**src/rtl/pwd_ram_arbiter.sv**
```systemverilog
// -----------------------------------------------------------------------------
// pwd_ram_arbiter
//
// Shares the single-port password RAM between two requesters:
//   - the checker (read-only), which walks digit addresses during entry;
//   - the password-update unit (read/write), which rewrites stored digits.
// The block owns grant sequencing, the RAM address/write mux, read-data
// return to the requester that issued the read, and a hold-time watchdog
// that forcibly releases an owner after TIMEOUT granted cycles.
//
// Build option:
//   ARB_ROUND_ROBIN_EN  when defined, a simultaneous request in IDLE goes to
//                       the requester that did not own the RAM last (the
//                       first tie after reset goes to the checker). When
//                       undefined, the update unit always wins ties.
//
// Parameters:
//   ADDR_W   RAM address width (digit index)
//   DATA_W   digit width
//   TIMEOUT  maximum consecutive granted cycles per ownership (>= 1)
//
// Ports:
//   clk          system clock, rising edge
//   reset        asynchronous active-low reset
//   chk_req      checker request, held for the whole transaction
//   chk_addr     checker read address
//   chk_gnt      checker owns the RAM
//   chk_rdata    read data returned to the checker
//   chk_rvalid   chk_rdata valid this cycle
//   upd_req      update unit request
//   upd_we       update write strobe (1 = write, 0 = read)
//   upd_addr     update address
//   upd_wdata    update write data
//   upd_gnt      update unit owns the RAM
//   upd_rdata    read data returned to the update unit
//   upd_rvalid   upd_rdata valid this cycle
//   ram_addr     RAM address
//   ram_wdata    RAM write data
//   ram_we       RAM write enable
//   ram_q        RAM read data, one-cycle synchronous latency
//   timeout_err  one-cycle pulse on a forced release
// -----------------------------------------------------------------------------
module pwd_ram_arbiter #(
   parameter int ADDR_W  = 2,
   parameter int DATA_W  = 4,
   parameter int TIMEOUT = 255
) (
   input  logic              clk,
   input  logic              reset,

   input  logic              chk_req,
   input  logic [ADDR_W-1:0] chk_addr,
   output logic              chk_gnt,
   output logic [DATA_W-1:0] chk_rdata,
   output logic              chk_rvalid,

   input  logic              upd_req,
   input  logic              upd_we,
   input  logic [ADDR_W-1:0] upd_addr,
   input  logic [DATA_W-1:0] upd_wdata,
   output logic              upd_gnt,
   output logic [DATA_W-1:0] upd_rdata,
   output logic              upd_rvalid,

   output logic [ADDR_W-1:0] ram_addr,
   output logic [DATA_W-1:0] ram_wdata,
   output logic              ram_we,
   input  logic [DATA_W-1:0] ram_q,

   output logic              timeout_err
);

   // The hold counter only ever holds 0 .. TIMEOUT-1; the last granted
   // cycle is the one in which it reads TIMEOUT-1.
   localparam int CNT_W = (TIMEOUT > 1) ? $clog2(TIMEOUT) : 1;
   localparam logic [CNT_W-1:0] CNT_LAST = CNT_W'(TIMEOUT - 1);

   typedef enum logic [2:0] {
      S_IDLE      = 3'd0,
      S_GNT_CHK   = 3'd1,
      S_GNT_UPD   = 3'd2,
      S_BLOCK_CHK = 3'd3,
      S_BLOCK_UPD = 3'd4
   } state_t;

   typedef enum logic {
      OWN_CHK = 1'b0,
      OWN_UPD = 1'b1
   } owner_t;

   state_t            state;
   owner_t            last_owner;
   logic [CNT_W-1:0]  hold_cnt;

   // Per-requester block masks. A requester that was forcibly released stays
   // masked until its request is sampled low, even if the other requester is
   // granted and released in the meantime.
   logic              chk_blk;
   logic              upd_blk;

   logic              chk_cand;
   logic              upd_cand;
   logic              pick_chk;
   logic              pick_upd;
   logic              chk_blk_hold;
   logic              upd_blk_hold;
   logic              hold_expire;

   logic              chk_acc;
   logic              upd_rd;
   logic [DATA_W-1:0] chk_rdata_q;
   logic [DATA_W-1:0] upd_rdata_q;

   // ---------------------------------------------------------------------------
   // Arbitration between unmasked requests; only consulted in non-grant states.
   // ---------------------------------------------------------------------------
   // NOTE: every variable written in always_comb gets a default first, so no
   // path leaves it unassigned and no latch is inferred.
   always_comb begin
      chk_cand = chk_req & ~chk_blk;
      upd_cand = upd_req & ~upd_blk;
      pick_chk = 1'b0;
      pick_upd = 1'b0;
      if (chk_cand && upd_cand) begin
`ifdef ARB_ROUND_ROBIN_EN
         pick_chk = (last_owner == OWN_UPD);
         pick_upd = (last_owner == OWN_CHK);
`else
         pick_upd = 1'b1;
`endif
      end else begin
         pick_chk = chk_cand;
         pick_upd = upd_cand;
      end
   end

   // A mask survives this edge only while its request is still high.
   assign chk_blk_hold = chk_blk & chk_req;
   assign upd_blk_hold = upd_blk & upd_req;
   assign hold_expire  = (hold_cnt == CNT_LAST);

   // ---------------------------------------------------------------------------
   // Grant FSM with registered grant and error outputs.
   // ---------------------------------------------------------------------------
   // NOTE: sequential state uses non-blocking assignments so every register
   // sees pre-edge values, independent of statement order.
   always_ff @(posedge clk or negedge reset) begin
      if (!reset) begin
         state       <= S_IDLE;
         chk_gnt     <= 1'b0;
         upd_gnt     <= 1'b0;
         hold_cnt    <= '0;
         last_owner  <= OWN_UPD;
         timeout_err <= 1'b0;
         chk_blk     <= 1'b0;
         upd_blk     <= 1'b0;
      end else begin
         timeout_err <= 1'b0;
         if (!chk_req) chk_blk <= 1'b0;
         if (!upd_req) upd_blk <= 1'b0;

         unique case (state)
            S_GNT_CHK: begin
               if (!chk_req) begin
                  chk_gnt <= 1'b0;
                  state   <= upd_blk_hold ? S_BLOCK_UPD : S_IDLE;
               end else if (hold_expire) begin
                  chk_gnt     <= 1'b0;
                  chk_blk     <= 1'b1;
                  timeout_err <= 1'b1;
                  state       <= S_BLOCK_CHK;
               end else begin
                  hold_cnt <= hold_cnt + CNT_W'(1);
               end
            end

            S_GNT_UPD: begin
               if (!upd_req) begin
                  upd_gnt <= 1'b0;
                  state   <= chk_blk_hold ? S_BLOCK_CHK : S_IDLE;
               end else if (hold_expire) begin
                  upd_gnt     <= 1'b0;
                  upd_blk     <= 1'b1;
                  timeout_err <= 1'b1;
                  state       <= S_BLOCK_UPD;
               end else begin
                  hold_cnt <= hold_cnt + CNT_W'(1);
               end
            end

            // IDLE and both BLOCK states arbitrate the same way; the masks
            // keep a blocked requester out of the running.
            S_IDLE, S_BLOCK_CHK, S_BLOCK_UPD: begin
               last_owner <= pick_chk ? OWN_CHK :
                             (pick_upd ? OWN_UPD : last_owner);
               if (pick_chk) begin
                  chk_gnt  <= 1'b1;
                  hold_cnt <= '0;
                  state    <= S_GNT_CHK;
               end else if (pick_upd) begin
                  upd_gnt  <= 1'b1;
                  hold_cnt <= '0;
                  state    <= S_GNT_UPD;
               end else begin
                  state <= chk_blk_hold ? S_BLOCK_CHK :
                           (upd_blk_hold ? S_BLOCK_UPD : S_IDLE);
               end
            end

            default: begin
               chk_gnt <= 1'b0;
               upd_gnt <= 1'b0;
               state   <= S_IDLE;
            end
         endcase
      end
   end

   // ---------------------------------------------------------------------------
   // RAM mux: combinational from the current owner, zero outside a grant.
   // Only the update unit can ever drive a write.
   // ---------------------------------------------------------------------------
   always_comb begin
      ram_addr  = '0;
      ram_wdata = '0;
      if (chk_gnt) begin
         ram_addr  = chk_addr;
         ram_wdata = upd_wdata;
      end else if (upd_gnt) begin
         ram_addr  = upd_addr;
         ram_wdata = upd_wdata;
      end
   end

   assign ram_we = upd_gnt & upd_req & upd_we;

   // ---------------------------------------------------------------------------
   // Read return. A read sampled at an edge makes ram_q valid for the following
   // cycle; rvalid is tagged from the access, not the grant, so the return
   // still happens if the grant drops at that same edge.
   // ---------------------------------------------------------------------------
   assign chk_acc = chk_gnt & chk_req;
   assign upd_rd  = upd_gnt & upd_req & ~upd_we;

   always_ff @(posedge clk or negedge reset) begin
      if (!reset) begin
         chk_rvalid  <= 1'b0;
         upd_rvalid  <= 1'b0;
         chk_rdata_q <= '0;
         upd_rdata_q <= '0;
      end else begin
         chk_rvalid <= chk_acc;
         upd_rvalid <= upd_rd;
         if (chk_rvalid) chk_rdata_q <= ram_q;
         if (upd_rvalid) upd_rdata_q <= ram_q;
      end
   end

   // ram_q is passed straight through on the return cycle and captured so the
   // data holds once rvalid drops.
   assign chk_rdata = chk_rvalid ? ram_q : chk_rdata_q;
   assign upd_rdata = upd_rvalid ? ram_q : upd_rdata_q;

   // ---------------------------------------------------------------------------
   // Structural invariants.
   // ---------------------------------------------------------------------------
   a_gnt_exclusive : assert property (@(posedge clk) disable iff (!reset)
                                      !(chk_gnt && upd_gnt));
   a_we_owner      : assert property (@(posedge clk) disable iff (!reset)
                                      ram_we |-> upd_gnt);
   a_err_pulse     : assert property (@(posedge clk) disable iff (!reset)
                                      timeout_err |=> !timeout_err);

endmodule

```
**config.mk**
```make
export PLATFORM = sky130hd
export DESIGN_NAME = pwd_ram_arbiter
export DESIGN_NICKNAME = d
export VERILOG_FILES = /design/src/rtl/pwd_ram_arbiter.sv
export SDC_FILE = /design/constraint.sdc
export NUM_CORES = 1
export LEC_CHECK = 0
export BUFFER_PORTS_ARGS = -buffer_cell sky130_fd_sc_hd__buf_2
export CORE_MARGIN = 2
export CORE_UTILIZATION = 55
export DETAILED_ROUTE_END_ITERATION = 10
export MAX_ROUTING_LAYER = met4
export PLACE_DENSITY_LB_ADDON = 0.25
export SYNTH_ARGS = -nofsm -noshare
export SYNTH_HDL_FRONTEND = slang
export SYNTH_SLANG_ARGS = --single-unit
```
**constraint.sdc**
```tcl
create_clock -name clk -period 3.8 [get_ports clk]
set_input_delay 0.19 -clock clk [delete_from_list [all_inputs] [get_ports clk]]
set_output_delay 0.19 -clock clk [all_outputs]
set_load 0.05 [all_outputs]
```
* Yosys cells after proc, flatten, opt, wreduce, memory -nomap -nowiden
Index checks and enable logic that the tools add are counted.
** Operators by class
- Add/sub/neg operators :: 1
- Bitwise operators :: 13
- Mux-type cells :: 44
- Reductions and logical operators :: 8
- Equal/unequal tests :: 13
** Operators by type and width (number)
- 8-bit two-way mux :: 5
- 3-bit two-way mux :: 8
- 8-bit one-hot mux with 3 select lines :: 1
- 1-bit two-way mux :: 19
- 4-bit two-way mux :: 4
- 2-bit inequality test (second input constant) :: 5
- 3-bit inequality test (second input constant) :: 3
- 3-bit one-hot mux with 3 select lines :: 1
- 8-bit by 1-bit adder with 8-bit output (second input constant) :: 1
- 1-bit AND :: 8
- 8-bit equality test (second input constant) :: 1
- 4-bit AND reduction :: 2
- 3-bit by 2-bit equality test with 1-bit output (second input constant) :: 2
- 2-bit two-way mux :: 3
- 1-bit one-hot mux with 3 select lines :: 2
- 1-bit NOT :: 5
- 3-bit by 1-bit equality test with 1-bit output (second input constant) :: 1
- 3-bit equality test (second input constant) :: 1
- 3-bit zero test :: 1
- 3-bit AND reduction :: 1
- 3-bit nonzero test :: 1
- 3-bit OR reduction :: 1
- 1-bit one-hot mux with 2 select lines :: 1
- 2-bit AND reduction :: 1
- 1-bit logical AND :: 1
** Storage, ports and cells
- Output and inout bits :: 20
- Register bits :: 26
- Bits of input ports :: 17
- Logic and storage cells :: 90

* Depth between registers and ports, before layout
Gate-level depths: netlist (run 1).
- Depth in word-level cells :: 7
- Mapped depth :: 7
- Gate-level depth less buffers :: 7

* Least setup slack after synthesis (run 1)
OpenSTA, ideal clock, no wires.
- Kind :: register to output
- Start :: reg upd_gnt
- End :: out ram_addr[0]
- Arrival :: 1884 ps
- Slack :: 1726 ps
- Stages on the path, launching flop included :: 3
- Required time :: 3610 ps
- Buffers on the path :: 0
- Path through :: dfrtp_1 -> nand2_1 -> o21ai_0
** On the way
- Longest elaborated chain between the ends :: 2
** RTL lines
- from (decl) :: line 61 : output logic upd_gnt,
- from (signal assigned) :: line 151 : upd_gnt <= 1'b0;
- from (signal assigned) :: line 179 : upd_gnt <= 1'b0;
- from (signal assigned) :: line 182 : upd_gnt <= 1'b0;
- 2-bit two-way mux :: line 229 : end else if (upd_gnt) begin
- 2-bit two-way mux :: line 226 : if (chk_gnt) begin
- to (decl) :: line 65 : output logic [ADDR_W-1:0] ram_addr,
No other way between the ends.

* Worst setup path in the final report (run 1)
- Start :: reg state[0]
- End :: reg hold_cnt[7]
** On the way
- Longest elaborated chain between the ends :: 4
- Elaborated cells on any way between the ends :: 12
- Those cells by class :: eq/ne (7); mux (1); reduce/logical (4)
** RTL lines
- from (decl) :: line 91 : state_t state;
- from (signal assigned) :: line 166 : state <= upd_blk_hold ? S_BLOCK_UPD : S_IDLE;
- from (signal assigned) :: line 180 : state <= chk_blk_hold ? S_BLOCK_CHK : S_IDLE;
- from (signal assigned) :: line 205 : state <= chk_blk_hold ? S_BLOCK_CHK :
- 3-bit by 2-bit equality test with 1-bit output (tied with other cells) :: line 162 : unique case (state)
- 3-bit OR reduction :: line 162
- 3-bit inequality test (no source line) / 3-bit nonzero test (equally long branches)
- 4-bit AND reduction (no source line)
- to (signal assigned) :: line 173 : hold_cnt <= hold_cnt + CNT_W'(1);
- to (signal assigned) :: line 187 : hold_cnt <= hold_cnt + CNT_W'(1);
- to (decl) :: line 93 : logic [CNT_W-1:0] hold_cnt;
Several ways; a longest one is shown, not always the timed one.
A chain may end at the register's enable or synchronous reset.

==> impl_metrics.csv, run 1 <==
group,metric,value,unit
run_status,status,"finished clean",
die,die-width,54.3,um
die,boundary_pins,37,
placed_design,place.detailed.hpwl,2.17,mm
power_and_ir_drop,power.ir.vdd_worst,0.528,mV
setup_path,cp_slowest_stage_delay,560,ps
global_route,grt_antenna_before_repair,0,
logic_synthesis,dominant_cells_by_area_after_synthesis,"dfrtp_1 (47%), mux2_2 (6.5%), o21ai_0 (6.1%)",
setup_path,timing.critical_path.slowest_stage_cell,"dfrtp_1",
global_route,grt_max_degree,27,
timing,report.final.setup_viol,0,
min_path,hold_class,"in2reg",
layout,diodes,0,
timing,postLayoutSetupSlackWorst,2000,ps
logic_synthesis,synth_nets,161,
drt,wirelength_met1,1.25,mm
timing,timing_max_transition_violations_final,0,
logic_synthesis,synth_area_per_cell,9.80,um^2
drt,drt-vias-per-instance,5.77,
setup_path,timing.critical_path.to_type,"flip-flop",
timing,hold_viol_final,0,
timing,relSlewSlack,60.3,%
setup_path,worst_ep_required_time,4030,ps
logic_synthesis,yosys.cell_types.count,36,
die,core_region_area,2430,um^2
timing,max_slew.worst_pin.slew,592,ps
logic_synthesis,yosysWarnings,0,
clock_network,post-cts-setup-buffers,0,
power_and_ir_drop,power_per_cell_area,792,nW/um^2
timing,fin_worst_skew,11.4,ps
timing,worst_hold_slack,118,ps
setup_path,timing.critical_path.arrival,2030,ps
timing,clock.fmax,556,MHz
timing,rsz0062_at_grt,"no",
drt,wl_met3,182,um
placed_design,preCtsSetupSlack,2000,ps
clock_network,cts-buffers-inserted,3,
drt,antenna_left,0,
layout,layout-drive-gt1-share,29.4,%
drt,drt_first_pass_iters,4,
power_and_ir_drop,total_power,1.30,mW
global_route,globalRouteTotalUtil,21.0,%
die,initial_utilization,57.2,%
drt,drt_first_iter_violations,13,
clock_network,clock_pin_transition_on_the_worst_setup_and_hold_timing_paths,140,ps
logic_synthesis,netlist.top_cell.by_area,"dfrtp_1",
drt,top_layer,"met4",
drt,detail_route.drc_violations,0,
drt,wl_met2,1.45,mm
logic_synthesis,synth.cell_area,1390,um^2
die,die-area,2950,um^2
clock_network,cts_hold_repair.buffers,1,
layout,layout-area-overhead-vs-synth,18.1,%
global_route,grt_first_pass_wirelength,4.31,mm
placed_design,placement.io_buffers,36,
logic_synthesis,post_synth_most_frequent_cells,"dfrtp_1 (26), o21ai_0 (17), nand2_1 (13), nor2_1 (13), mux2_2 (8)",
die,die_h,54.3,um
drt,routed-via-count,1212,
timing,shortest_period_the_worst_path_allows,1800,ps
global_route,grt_overflow,0,
logic_synthesis,synth_top_area_share,46.8,%
global_route,vias_in_the_first_global_route,1015,
logic_synthesis,synthCells,142,
drt,totalWireLength,2.92,mm
clock_network,post_cts_resized,0,
setup_path,critical_path_peak_fanout,13,
clock_network,cts_root_buffer,"clkbuf_4",
logic_synthesis,synth_most_common_cell,"dfrtp_1",
logic_synthesis,synth-edff-count,0,
clock_network,cts_tree,"done",
die,rows,18,
timing,fin_setup_tns,0,ps
layout,final_net_count,200,
clock_network,cts-root-to-sink-buffers,2,
setup_path,startpoint_type,"flip-flop",
logic_synthesis,dominantRegCellSynth,"dfrtp_1",
logic_synthesis,seq_total_area_yosys,46.8,%
logic_synthesis,ys_seq_elements,26,
job,drv_cap,0,
clock_network,later_pin_clock_latency_in_the_skew_report,320,ps
power_and_ir_drop,static-leakage-power,0.787,nW
clock_network,clock_sinks,26,
logic_synthesis,ys_async_sr_fraction,100,%
clock_network,h-tree-depth,1,
placed_design,place.gp.congestion,0.944,
drt,avgRoutedWirePerCell,13.9,um
setup_path,critical_path_class,"reg2reg",
setup_path,timing.critical_path.cells,"nand2_1 -> o21ai_1 -> o211ai_4 -> a221o_1",
timing,min_period_over_period,47.3,%
==> final timing paths <==
path	startpoint	to	slack, ps	depth (start not counted)
hold reg to reg	chk_rdata_q[2]	chk_rdata_q[2]	510	1
setup reg to reg	state[0]	hold_cnt[7]	2000	4
max in group asynchronous	reset	state[1]	3050	2
setup / recovery	state[0]	hold_cnt[7]	2000	4
hold / removal	ram_q[2]	upd_rdata_q[2]	120	2
min in group asynchronous	reset	hold_cnt[4]	370	2
==> cells by family after synthesis <==
family	share of synthesized area, %
and+or+nand+nor	21.5
AOI/OAI and AO/OA	19.9
DFF	46.8
muxes	6.48
buffers and inverters	3.60
adders and majority gates	1.80
==> layout make-up <==
type	count	area, um^2
fill	206	790
clock inverter	1	30.0
timing repair buffer	38	200
multi-input combinational	109	691
sequential	26	651
clock buffer	3	22.5
tap	30	37.5
inverter	3	11.3
==> flip-flops by register name (all words and copies together) (netlist names) <==
signal / flops
hold_cnt: 8
chk_rvalid: 1
upd_rvalid: 1
upd_blk: 1
state: 3
timeout_err: 1
chk_rdata_q: 4
upd_gnt: 1
chk_blk: 1
upd_rdata_q: 4
chk_gnt: 1
==> critical path, delay by kind of cell (launching register included) <==
| family | cells | cell delay [ps] |
|---|---|---|
| flops | 1 | 560 |
| simple gates | 1 | 120 |
| compound gates | 3 | 1030 |
==> power breakdown <==
part | internal (mW) | leakage (nW) | switching [mW] | total (mW)
registers | 0.352 | 0.338 | 0.0792 | 0.431
clock network | 0.107 | 0.0279 | 0.0792 | 0.186
logic | 0.190 | 0.421 | 0.495 | 0.684
total | 0.649 | 0.787 | 0.653 | 1.30
==> per-layer routing <==
metal	up-vias	GRT usage (%)
met3	5	3.55
met5	-	-
met4	0	7.08
met1	578	25.7
li1	587	-
met2	42	35.1
==> stage by stage <==
step | instance area [um^2] | std cells | util, %
3_5_place_dp | 1570 | 204 | 64.6
6_report | 1640 | 210 | 67.5
2_1_floorplan | 1390 | 142 | -
5_1_grt | 1640 | 210 | 67.5
4_1_cts | 1630 | 209 | 67.1
3_3_place_gp | 1570 | 204 | 64.6
==> cell usage in the layout (no fill, tap or decap), types with 2 or more instances in the layout <==
| master | n |
|---|---|
| nor2b_1 | 7 |
| ha_1 | 2 |
| and3_1 | 3 |
| nand2b_1 | 3 |
| nand4_1 | 2 |
| nor3b_1 | 2 |
| mux2_2 | 8 |
| inv_1 | 3 |
| and2_1 | 2 |
| o21bai_1 | 5 |
| dlygate4sd3_1 | 2 |
| o21a_1 | 2 |
| dfrtp_1 | 26 |
| nand3_1 | 3 |
| nand3b_1 | 2 |
| nor2_1 | 13 |
| clkbuf_4 | 3 |
| nand2_1 | 13 |
| a31oi_1 | 3 |
| o21ai_0 | 17 |
| buf_2 | 36 |
| a21oi_1 | 7 |
Note: power is estimated with default switching activity, not from simulation.
==> inputs of run 2 (changes only) <==
- CORE_UTILIZATION: 55 -> 46
- clock period: 3.8 -> 1.55 ns (I/O delays scaled with it)
==> impl_metrics.csv, run 2 (same netlist as run 1, synthesis figures left out) <==
group,metric,value,unit
run_status,status,"complete, but fails checks",
run_status,violations,"setup timing",
timing,shortest_period_the_worst_path_allows,1580,ps
min_path,hold_class,"in2reg",
power_and_ir_drop,power.ir.vdd_worst,0.972,mV
drt,avgRoutedWirePerCell,14.3,um
drt,routed-via-count,1304,
drt,totalWireLength,3.37,mm
setup_path,startpoint_type,"flip-flop",
layout,top_register,"hold_cnt",
die,initial_utilization,49.6,%
layout,layout.core_utilization,67.1,%
layout,most_common_cell_after_layout_fill_and_taps_aside,"buf_2",
timing,fin_worst_skew,1.36,ps
global_route,grt_first_pass_wirelength,5.18,mm
clock_network,cts_root_buffer,"clkbuf_4",
layout,mostFrequentLayoutCells,"buf_2 (36), dfrtp_1 (23), buf_4 (20)",
setup_path,timing.critical_path.to_type,"flip-flop",
drt,drt_first_pass_iters,4,
die,die-area,3480,um^2
setup_path,worst_ep_required_time,1810,ps
global_route,vias_in_the_first_global_route,1171,
global_route,grt_antenna_before_repair,0,
layout,seqCellArea,654,um^2
setup_path,critical_path_peak_fanout,7,
layout,finalInstanceArea,1880,um^2
timing,hold_viol_final,0,
clock_network,cts-root-to-sink-buffers,2,
job,drv_cap,0,
power_and_ir_drop,static-leakage-power,0.907,nW
placed_design,placement.io_buffers,36,
global_route,grt_overflow,0,
layout,diodes,0,
layout,largest_register_ffs,8,
timing,clock.fmax,632,MHz
global_route,globalRouteTotalUtil,20.1,%
timing,timing_max_transition_violations_final,0,
layout,multi_input_comb_area,748,um^2
clock_network,cts_tree,"done",
die,rows,19,
timing,rsz0062_at_grt,"yes",
global_route,grt_max_degree,27,
layout,num-fill-cells,203,
setup_path,timing.critical_path.slowest_stage_cell,"dfrtp_1",
placed_design,place_area,1680,um^2
drt,drt_first_iter_violations,41,
setup_path,timing.critical_path.cells,"inv_1 -> ha_2 -> nand3_2 -> or2_4 -> o211ai_4 -> buf_6 -> nand2_2 -> o21ai_2",
clock_network,h-tree-depth,1,
layout,layout-drive-gt1-share,44.6,%
placed_design,place.gp.congestion,0.864,
die,core_region_area,2810,um^2
setup_path,critical_path_class,"reg2reg",
layout,final_net_count,224,
timing,max_slew.worst_pin.slew,586,ps
setup_path,timing.critical_path.arrival,1840,ps
timing,relSlewSlack,60.9,%
timing,min_period_over_period,102,%
power_and_ir_drop,power_per_cell_area,1850,nW/um^2
clock_network,later_pin_clock_latency_in_the_skew_report,320,ps
clock_network,cts-buffers-inserted,3,
timing,report.final.setup_viol,4,
clock_network,clock_sinks,26,
layout,layout-area-overhead-vs-synth,35.3,%
setup_path,cp_slowest_stage_delay,400,ps
die,die_h,59.0,um
timing,postLayoutSetupSlackWorst,-31.5,ps
placed_design,place.detailed.hpwl,2.30,mm
die,die-width,59.0,um
clock_network,clock_pin_transition_on_the_worst_setup_and_hold_timing_paths,140,ps
drt,antenna_left,0,
layout,top_regs,"hold_cnt x8, chk_rdata_q x4, upd_rdata_q x4",
die,boundary_pins,37,
drt,detail_route.drc_violations,0,
drt,drt-vias-per-instance,5.55,
-- run 2: cell types whose count changed in the layout (fill, tap and decap cells not counted), sizes merged --
cell	delta
buf	+22
bufinv	-1
clkbuf	+1
dlygate4sd3	+2
-- run 2: routing by layer --
layer | wire length (um) | track usage, % | part of all wire, % | vias to the layer above
met2 | 1750 | 34.3 | 52 | 57
li1 | - | - | - | 629
met4 | 74 | 6.49 | 2.2 | 0
met5 | 0 | - | 0 | -
met1 | 1360 | 24.9 | 40 | 605
met3 | 180 | 2.18 | 5.3 | 13
-- run 2: path summary, 6_finish.rpt --
check / start / end / slack [ps] / cells past startpoint
setup / recovery: hold_cnt[0] / hold_cnt[0] / -30 / 8
hold / removal: ram_q[3] / upd_rdata_q[3] / 10 / 2
setup reg to reg: hold_cnt[0] / hold_cnt[0] / -30 / 8
hold reg to reg: upd_rdata_q[2] / upd_rdata_q[2] / 510 / 1
max in group asynchronous: reset / state[1] / 860 / 2
min in group asynchronous: reset / upd_rdata_q[0] / 270 / 2
-- run 2: stage by stage --
step | power, mW | setup slack [ps] | TNS, ps | hold slack (ps) | std cells
final | 3.49 | -31.5 | -96.8 | 10.8 | 235
after global routing | 3.70 | -134 | -883 | -1.65 | 235
after CTS | 3.39 | -15.1 | -43.7 | 6.49 | 235
after detailed placement | 2.91 | -46.6 | -88.0 | 107 | 219
after global placement | 2.87 | 4.26 | 0 | 104 | 219
after floorplan | 2.42 | -118 | -558 | -218 | 142
-- run 2: cell type report --
class | instances | share of cell area (%)
clock buffer | 4 | 1.93
inverter | 3 | 0.598
tap | 31 | 2.06
sequential | 26 | 34.8
multi-input combinational | 109 | 39.8
timing repair buffer | 62 | 20.9
-- run 2: what timing repair did --
item                       CTS  global route
setup buffers                8             0
hold buffers                 4             0
pin swaps                    5             9
hold endpoints to repair    29             0
resized for setup            8            15
setup endpoints to repair    4            12
-- run 2: critical path, delay by kind of cell, from the launching register on --
family / cells / cell delay, ps
flops: 1 / 400
compound gates: 2 / 350
simple gates: 3 / 400
buf+inv: 2 / 210
fa+ha+maj: 1 / 170
-- run 2: power by group --
| group | internal [mW] | switching [mW] |
|---|---|---|
| Clock | 0.144 | 0.201 |
| Sequential | 0.869 | 0.145 |
| Combinational | 0.736 | 1.39 |
| Total | 1.75 | 1.74 |
==> inputs of run 3 (changes only) <==
- CAP_MARGIN: not set -> 10
- TNS_END_PERCENT: not set -> 5
==> impl_metrics.csv, run 3 (same netlist as run 1, synthesis figures left out) <==
group,metric,value,unit
run_status,status,"complete, but fails checks",
run_status,violations,"setup timing",
clock_network,h-tree-depth,1,
power_and_ir_drop,combPwrFrac,60.9,%
layout,largest_register_ffs,8,
timing,worst_hold_slack,11.2,ps
layout,layout-drive-gt1-share,43.1,%
layout,layout-area-overhead-vs-synth,33.8,%
die,initial_utilization,49.6,%
setup_path,timing.critical_path.to_type,"flip-flop",
job,drv_cap,0,
setup_path,critical_path_class,"reg2reg",
layout,post_layout_nonfiller_instances,235,
layout,num-fill-cells,204,
clock_network,clock_pin_transition_on_the_worst_setup_and_hold_timing_paths,140,ps
timing,max_slew.worst_pin.slew,592,ps
layout,diodes,0,
power_and_ir_drop,switching_power,1.73,mW
timing,shortest_period_the_worst_path_allows,1580,ps
drt,drt_first_iter_violations,37,
clock_network,cts-buffers-inserted,3,
power_and_ir_drop,switching_share,49.9,%
setup_path,worst-r2r-cell-count,8,
drt,totalWireLength,3.35,mm
die,core_region_area,2810,um^2
setup_path,startpoint_type,"flip-flop",
timing,clock.fmax,633,MHz
placed_design,place.detailed.hpwl,2.30,mm
drt,antenna_left,0,
timing,relSlewSlack,60.6,%
global_route,vias_in_the_first_global_route,1171,
timing,fin_worst_skew,1.14,ps
setup_path,critical_path_peak_fanout,7,
global_route,grt_first_pass_wirelength,5.18,mm
power_and_ir_drop,power.sequential.fraction,29.3,%
setup_path,cp_slowest_stage_delay,400,ps
setup_path,timing.critical_path.cells,"inv_1 -> ha_2 -> nand3_2 -> or2_4 -> o211ai_4 -> buf_6 -> nand2_2 -> o21ai_2",
timing,postLayoutSetupSlackWorst,-29.1,ps
power_and_ir_drop,total_power,3.47,mW
drt,routed-via-count,1306,
power_and_ir_drop,internal_power,1.74,mW
die,die-width,59.0,um
clock_network,later_pin_clock_latency_in_the_skew_report,320,ps
global_route,grt_max_degree,27,
timing,report.final.setup_viol,5,
clock_network,cts_tree,"done",
layout,top_register,"hold_cnt",
timing,timing_max_transition_violations_final,0,
clock_network,clock_sinks,26,
die,die_h,59.0,um
clock_network,cts-root-to-sink-buffers,2,
placed_design,placement.io_buffers,36,
global_route,grt_overflow,0,
layout,mostFrequentLayoutCells,"buf_2 (36), dfrtp_1 (23), buf_4 (20)",
timing,rsz0062_at_grt,"yes",
die,rows,19,
layout,final_net_count,224,
layout,top_regs,"hold_cnt x8, chk_rdata_q x4, upd_rdata_q x4",
setup_path,timing.critical_path.arrival,1840,ps
setup_path,worst_ep_required_time,1810,ps
timing,hold_viol_final,0,
setup_path,timing.critical_path.slowest_stage_cell,"dfrtp_1",
min_path,timing.hold.worst_path_depth,2,
placed_design,numPlacedInstances,219,
power_and_ir_drop,power.ir.vdd_worst,0.977,mV
drt,detail_route.drc_violations,0,
power_and_ir_drop,portion_of_total_power_attributed_to_the_clock_network,9.9,%
layout,most_common_cell_after_layout_fill_and_taps_aside,"buf_2",
drt,avgRoutedWirePerCell,14.2,um
timing,min_period_over_period,102,%
global_route,grt_antenna_before_repair,0,
power_and_ir_drop,static-leakage-power,0.901,nW
global_route,globalRouteTotalUtil,20.1,%
setup_path,ff2ff_setup_slack,-30,ps
power_and_ir_drop,power_per_cell_area,1860,nW/um^2
die,boundary_pins,37,
drt,drt_first_pass_iters,6,
drt,drt-vias-per-instance,5.56,
clock_network,cts_root_buffer,"clkbuf_4",
die,die-area,3480,um^2
placed_design,place.gp.congestion,0.864,
min_path,hold_class,"in2reg",
## run 3: metal layers
metal,vias up,track usage [%],part of all wire (%)
met3,7,2.18,5.6
met5,-,-,0
li1,628,-,-
met1,612,24.9,42
met4,0,6.49,1.5
met2,59,34.3,51
## run 3: timing repair
action,in CTS,in global routing
pin swaps,5,6
setup buffers,8,0
setup endpoints to repair,4,12
endpoints found under the hold margin,29,0
resized for setup,8,11
hold buffers,4,0
## run 3: worst paths after layout
check	from	end
worst max-delay path	hold_cnt[0]	hold_cnt[0]
worst min-delay path	ram_q[3]	upd_rdata_q[3]
worst max register to register	hold_cnt[0]	hold_cnt[0]
worst min register to register	upd_rdata_q[2]	upd_rdata_q[2]
max in group asynchronous	reset	state[0]
min in group asynchronous	reset	upd_rdata_q[0]
## run 3: through the flow
step | area [um^2] | utilization (%) | TNS, ps | setup WS (ps)
after floorplan | 1390 | - | -558 | -118
after global placement | 1680 | 59.8 | 0 | 4.26
after detailed placement | 1680 | 59.8 | -88.0 | -46.6
after CTS | 1830 | 65.3 | -43.7 | -15.1
after global routing | 1860 | 66.4 | -998 | -135
final | 1860 | 66.4 | -104 | -29.1
## run 3: cell type report
type	instances	area, um^2	share of cell area [%]
Sequential cell	26	654	35.1
Multi-Input combinational cell	109	728	39.1
Timing Repair Buffer	62	393	21.1
Inverter	3	11.3	0.605
Clock buffer	4	36.3	1.95
Tap cell	31	38.8	2.08
## run 3: worst max-delay path, delay by kind of cell, from the launching register on
family / cells / cell delay (ps)
simple gates: 3 / 400
buf+inv: 2 / 210
compound gates: 2 / 340
fa+ha+maj: 1 / 170
flops: 1 / 400
## run 3: power by group through the flow
| stage | Clock [mW] | Sequential (mW) | Combinational [mW] |
|---|---|---|---|
| floorplan | 0 | 1.11 | 1.31 |
| global placement | 0 | 1.02 | 1.85 |
| detailed placement | 0 | 1.03 | 1.88 |
| CTS | 0.353 | 1.01 | 2.03 |
| global route | 0.386 | 1.04 | 2.25 |
| finish | 0.343 | 1.02 | 2.11 |
